**src/rtl/cic_interp_pkg.sv**
```systemverilog
`default_nettype none
// ============================================================================
// cic_interp_pkg : width, gain-shift and saturation helpers for the CIC lanes
// Revision: 1.0
// ============================================================================
package cic_interp_pkg;

    function automatic int unsigned cic_w_int(input int unsigned data_w,
                                              input int unsigned nstg,
                                              input int unsigned r);
        return data_w + nstg * int'($clog2(r));
    endfunction

    // Shift that removes the R^(NSTG-1) DC gain of an interpolating CIC.
    function automatic int unsigned cic_gain_shift(input int unsigned nstg,
                                                   input int unsigned r);
        return (nstg - 1) * int'($clog2(r));
    endfunction

    function automatic logic signed [63:0] cic_saturate(input logic signed [63:0] v,
                                                        input int unsigned      data_w);
        logic signed [63:0] v_hi;
        logic signed [63:0] v_lo;
        v_hi = (64'sd1 <<< (data_w - 1)) - 64'sd1;
        v_lo = -(64'sd1 <<< (data_w - 1));
        if (v > v_hi) begin
            return v_hi;
        end else if (v < v_lo) begin
            return v_lo;
        end
        return v;
    endfunction

endpackage
`default_nettype wire

```
**src/rtl/cic_interp_lane.sv**
```systemverilog
`default_nettype none
// ============================================================================
// cic_interp_lane : one channel of the CIC interpolator (combs, integrators,
//                   gain shift and output saturation)
// Revision: 1.0
// ============================================================================
module cic_interp_lane
    import cic_interp_pkg::*;
#(
    parameter int unsigned DATA_W = 16,
    parameter int unsigned R      = 8,
    parameter int unsigned NSTG   = 3
) (
    input  logic                     clk,
    input  logic                     reset_n,
    input  logic                     tick,
    input  logic                     load,
    input  logic                     clr_int,
    input  logic signed [DATA_W-1:0] comb_in,
    output logic signed [DATA_W-1:0] cic_out
);
    localparam int unsigned c_w_int = cic_w_int(DATA_W, NSTG, R);
    localparam int unsigned c_shift = cic_gain_shift(NSTG, R);

    logic signed [c_w_int-1:0] r_dly      [NSTG];
    logic signed [c_w_int-1:0] r_intg     [NSTG];
    logic signed [c_w_int-1:0] w_tap      [NSTG];
    logic signed [c_w_int-1:0] w_intg_nxt [NSTG];
    logic signed [c_w_int-1:0] w_shifted;

    // Whole comb and integrator cascades settle in one clock; the comb output
    // only feeds the integrators on phase-0 ticks (zero stuffing otherwise).
    always_comb begin
        logic signed [c_w_int-1:0] v_acc;
        v_acc = c_w_int'(comb_in);
        for (int k = 0; k < int'(NSTG); k++) begin
            w_tap[k] = v_acc;
            v_acc    = v_acc - r_dly[k];
        end
        if (!load) begin
            v_acc = '0;
        end
        for (int k = 0; k < int'(NSTG); k++) begin
            v_acc         = (clr_int ? '0 : r_intg[k]) + v_acc;
            w_intg_nxt[k] = v_acc;
        end
    end

    assign w_shifted = w_intg_nxt[NSTG-1] >>> c_shift;
    assign cic_out   = DATA_W'(cic_saturate(64'(w_shifted), DATA_W));

    always_ff @(posedge clk or negedge reset_n) begin
        if (!reset_n) begin
            for (int k = 0; k < int'(NSTG); k++) begin
                r_dly[k]  <= '0;
                r_intg[k] <= '0;
            end
        end else begin
            for (int k = 0; k < int'(NSTG); k++) begin
                if (load) begin
                    r_dly[k] <= w_tap[k];
                end
                if (tick) begin
                    r_intg[k] <= w_intg_nxt[k];
                end
            end
        end
    end

endmodule
`default_nettype wire

```
**src/rtl/cic_interp_multich.sv**
```systemverilog
`default_nettype none
// ============================================================================
// cic_interp_multich : N-channel single-clock CIC interpolator with input
//                      handshake, zero-order-hold mode and underflow flag
// Revision: 1.0
// ============================================================================
module cic_interp_multich
    import cic_interp_pkg::*;
#(
    parameter int unsigned NCH    = 2,
    parameter int unsigned DATA_W = 16,
    parameter int unsigned R      = 8,
    parameter int unsigned NSTG   = 3
) (
    input  logic                    clk,
    input  logic                    reset_n,
    input  logic                    out_tick,
    input  logic                    mode,
    input  logic [NCH*DATA_W-1:0]   in_data,
    input  logic                    in_valid,
    output logic                    in_ready,
    output logic [NCH*DATA_W-1:0]   out_data,
    output logic                    out_valid,
    output logic                    underflow
);
    localparam int unsigned c_frame_w = NCH * DATA_W;
    localparam int unsigned c_ph_w    = $clog2(R);

    logic [c_ph_w-1:0]    r_phase;
    logic                 r_buf_full;
    logic                 r_mode;
    logic [c_frame_w-1:0] r_buf;
    logic [c_frame_w-1:0] r_hold;
    logic [c_frame_w-1:0] r_out_data;
    logic                 r_out_valid;
    logic                 r_underflow;

    logic                 w_phase0;
    logic                 w_consume;
    logic                 w_accept;
    logic                 w_mode_eff;
    logic                 w_clr_int;
    logic [c_frame_w-1:0] w_hold_nxt;
    logic [c_frame_w-1:0] w_comb_frame;
    logic [c_frame_w-1:0] w_cic_frame;

    assign w_phase0     = out_tick && (r_phase == '0);
    assign w_consume    = w_phase0 && r_buf_full;
    assign w_accept     = in_valid && !r_buf_full;
    assign w_mode_eff   = w_phase0 ? mode : r_mode;
    assign w_clr_int    = w_phase0 && (mode != r_mode);
    assign w_hold_nxt   = w_consume ? r_buf : r_hold;
    assign w_comb_frame = w_consume ? r_buf : '0;

    // ch0 sits in the MSBs of every packed frame.
    generate
        for (genvar g = 0; g < int'(NCH); g++) begin : g_lane
            cic_interp_lane #(
                .DATA_W (DATA_W),
                .R      (R),
                .NSTG   (NSTG)
            ) u_lane (
                .clk     (clk),
                .reset_n (reset_n),
                .tick    (out_tick),
                .load    (w_phase0),
                .clr_int (w_clr_int),
                .comb_in (w_comb_frame[(int'(NCH)-g)*int'(DATA_W)-1 -: DATA_W]),
                .cic_out (w_cic_frame[(int'(NCH)-g)*int'(DATA_W)-1 -: DATA_W])
            );
        end
    endgenerate

    always_ff @(posedge clk or negedge reset_n) begin
        if (!reset_n) begin
            r_phase     <= '0;
            r_buf_full  <= 1'b0;
            r_mode      <= 1'b0;
            r_buf       <= '0;
            r_hold      <= '0;
            r_out_data  <= '0;
            r_out_valid <= 1'b0;
            r_underflow <= 1'b0;
        end else begin
            if (w_accept) begin
                r_buf      <= in_data;
                r_buf_full <= 1'b1;
            end else if (w_consume) begin
                r_buf_full <= 1'b0;
            end
            if (out_tick) begin
                r_phase    <= (r_phase == c_ph_w'(R - 1)) ? '0 : r_phase + 1'b1;
                r_out_data <= w_mode_eff ? w_hold_nxt : w_cic_frame;
            end
            if (w_phase0) begin
                r_mode <= mode;
            end
            r_hold      <= w_hold_nxt;
            r_out_valid <= out_tick;
            r_underflow <= w_phase0 && !r_buf_full;
        end
    end

    assign in_ready  = !r_buf_full;
    assign out_data  = r_out_data;
    assign out_valid = r_out_valid;
    assign underflow = r_underflow;

endmodule
`default_nettype wire

```
**config.mk**
```make
export PLATFORM = sky130hd
export DESIGN_NAME = cic_interp_multich
export DESIGN_NICKNAME = d
export VERILOG_FILES = /design/src/rtl/cic_interp_pkg.sv /design/src/rtl/cic_interp_lane.sv /design/src/rtl/cic_interp_multich.sv
export SDC_FILE = /design/constraint.sdc
export NUM_CORES = 1
export LEC_CHECK = 0
export ABC_AREA = 1
export CAP_MARGIN = 40
export CORE_UTILIZATION = 50
export DETAILED_ROUTE_END_ITERATION = 8
export PLACE_DENSITY = 0.67
export SLEW_MARGIN = 10
export SYNTH_ARGS = -nofsm -noshare
export SYNTH_HDL_FRONTEND = slang
export SYNTH_SLANG_ARGS = --single-unit
```
**constraint.sdc**
```tcl
create_clock -name clk -period 17.9 [get_ports clk]
set_input_delay 3.58 -clock clk [delete_from_list [all_inputs] [get_ports clk]]
set_output_delay 3.58 -clock clk [all_outputs]
set_load 0.01 [all_outputs]
```
==> results by group <==
Floorplanning
  • Core Area: approximately 53000 µm²
  • Total die area: roughly 55000 µm²
  • Die height: roughly 230 µm
  • Number of placed I/O pins: between 70 and 80
  • Effective utilization at floorplan: 51.0%
  • Die W: about 230 µm
  • Row Count: 84

Synthesis
  • Seq cells post-synth: roughly 370
  • Synth async-reset ratio: 100%
  • Synth Area per Inst: around 7.3 µm²
  • Syn. warnings: 0
  • Main synth FF type: dfrtp_1
  • Distinct cells, synth: 50
  • Seq/Total Area, Yosys: 34.2%
  • EDFF count, synth: 0
  • Net count after synthesis: approximately 4000
  • Cell Area, Synth: between 20000 and 30000 µm²
  • Gate Count Post-Synth: around 3700

Final layout
  • Number of filler cells placed in the layout: around 5100
  • Share of layout cells above drive strength 1: ~3.8%
  • Design Area, Final: 29800 µm²
  • Nets: 4048
  • Area growth from synthesis to layout: 10.5%
  • Commonest non-fill, non-tap cells in the layout: nand2_1 (862), inv_1 (577), o21ai_0 (427)
  • N_diodes: 0
  • Most common cell after layout, fill and taps aside: nand2_1

Route
  • Iter 0 DRT Violations: between 1000 and 1500
  • Post-route ant nets: 0
  • DR WL/cell: 14.6 µm
  • Via count: between 20000 and 25000
  • Post-DR vias/cell: between 5 and 6
  • Post-Route WL: 65300 µm
  • DR DRC count: 0
  • Pre-antenna DRT Iters: 5

Place
  • Placed cell areas: approximately 28000 µm²
  • DPL Wire Length: slightly below 50000 µm
  • Routability cong.: slightly below 1
  • Port bufs: 71

CTS
  • Hold-fix buffers, CTS: 0
  • Total of cells resized after clock tree synthesis: 0
  • Sink Count: approximately 370
  • H-tree depth: 2
  • Max clock buf depth: 3
  • Clock latency on the worst-skew pair: 590 ps
  • Number of buffers created by CTS: 45
  • TritonCTS clock tree: done
  • Clock Tree Root: clkbuf_16
  • Clk slew on worst S/H paths: about 60 ps
  • Setup bufs post-CTS: 0

Timing
  • Unrepaired setup endpoints after global routing: false
  • Worst-Margin Slew: roughly 880 ps
  • Relative slew slack: around two fifths
  • Final period util: between 70% and 80%
  • Final Max Tran Viols: 0
  • Fmax: between 70 and 80 MHz
  • Final hold violations: 0
  • Clock skew: ~22 ps
  • TNS Setup: 0 ps
  • Final Critical Period: 14120 ps
  • WHS: between 400 and 500 ps
  • Final setup violation count: 0

Flow run
  • Max-cap violations: 0

Hold path
  • Worst hold-check path type: reg2reg

Setup path
  • CP Class: in2reg
  • Cell with the largest stage delay on the worst path: clkbuf_8
  • Crit path required time: between 15000 and 20000 ps
  • Most frequent CP cell: nand2_1
  • CP delay by family, top: simple AND/OR/NAND/NOR gates
  • Critical Path End Type: register
  • Worst path max stage delay: ~520 ps
  • Buf/Inv on CP: 7
  • Critical path startpoint category: input pin
  • Crit path max fanout: between 100 and 150
  • WP data arrival: between 10000 and 15000 ps

GRT
  • GRT Util Overall: 24.6%
  • First-pass GRT wire length: 109000 µm
  • Vias in the first global route: 22200
  • Largest net degree at the start of global routing: 144
  • Congestion Overflow GR: 0
  • Antenna violations before repair: 0

Outcome
  • Status: finished, final reports clean
[cell usage after synthesis (4+ instances only)]
library cell	count	area [µm²]
nor3_1	21	105
xnor2_1	59	517
nor2_1	294	1100
nand4_1	14	87.6
o21a_1	8	60.1
a211oi_1	10	75.1
dfrtp_1	369	9230
nand2_2	12	75.1
ha_1	263	3290
o221ai_1	7	61.3
nand2_1	862	3240
a21boi_0	6	45.0
nand3_1	106	531
fa_1	12	240
o21ai_0	427	2140
a221oi_1	5	43.8
xor2_1	141	1230
clkbuf_1	91	342
a31oi_1	21	131
a21oi_1	266	1330
o21bai_1	23	173
o21ai_2	7	61.3
nand3_2	9	90.1
a21o_1	14	105
buf_6	4	45.0
o21ai_1	8	40.0
nor4_1	8	50.1
a21boi_1	6	45.0
inv_1	579	2170
inv_2	4	15.0
buf_1	4	15.0
or2_2	6	37.5
o211ai_1	9	67.6
[registers in the layout, indices dropped and copies added (netlist names), 3 cells and up]
register and cells:
r_phase 3, g_lane.u_lane.r_intg 150, out_data 32, r_buf 32, g_lane.u_lane.r_dly 116, r_hold 32
[routing by layer]
layer	vias up	global-route usage, %	wire (µm)
met5	-	0	0
met4	0	8.73	2190
met3	111	2.52	1950
met2	323	42.9	30900
met1	10400	31.7	30300
li1	12000	-	-
[kinds of logic (layout without fill, tap and decap cells)]
kind of cell	after synthesis	in the layout	share of synthesized area, %
xor+xnor	200	200	6.48
flops	369	369	34.2
compound gates	830	830	16.6
simple gates	1342	1342	20.0
fa+ha+maj	275	275	13.1
buf+inv	687	756	9.68
[area by class of cell]
| type | instances | area, µm² | area share (%) |
|---|---|---|---|
| sequential | 369 | 9230 | 30.9 |
| timing repair buffer | 87 | 892 | 2.99 |
| clock inverter | 20 | 181 | 0.608 |
| inverter | 586 | 2210 | 7.39 |
| clock buffer | 63 | 1300 | 4.37 |
| tap | 688 | 861 | 2.88 |
| multi-input combinational | 2647 | 15200 | 50.8 |
[through the flow]
| step | std cells | util [%] | setup WS [ps] |
|---|---|---|---|
| final | 4460 | 56.3 | 3780 |
| after global routing | 4460 | 56.3 | 2560 |
| after CTS | 4460 | 56.3 | 3780 |
| after detailed placement | 4377 | 53.5 | 3210 |
| after global placement | 4375 | 53.4 | 3220 |
| after floorplan | 3703 | - | 5560 |
[final timing paths]
check                      depth (start not counted)                    endpoint  slack [ps]       start
setup reg to reg                                  64                 out_data[0]        6700  r_phase[0]
setup / recovery                                  63                 out_data[0]        3780    out_tick
hold / removal                                     1                   underflow         460  r_buf_full
max in group asynchronous                          2  g_lane[1].u_lane.r_intg[2]       13610     reset_n
hold reg to reg                                    1                   underflow         460  r_buf_full
min in group asynchronous                          1                    r_buf[7]        2980     reset_n
Power is left out: the tool's default activity adds up to more than one toggle a clock period on the data nets, which glitch-free logic cannot reach.
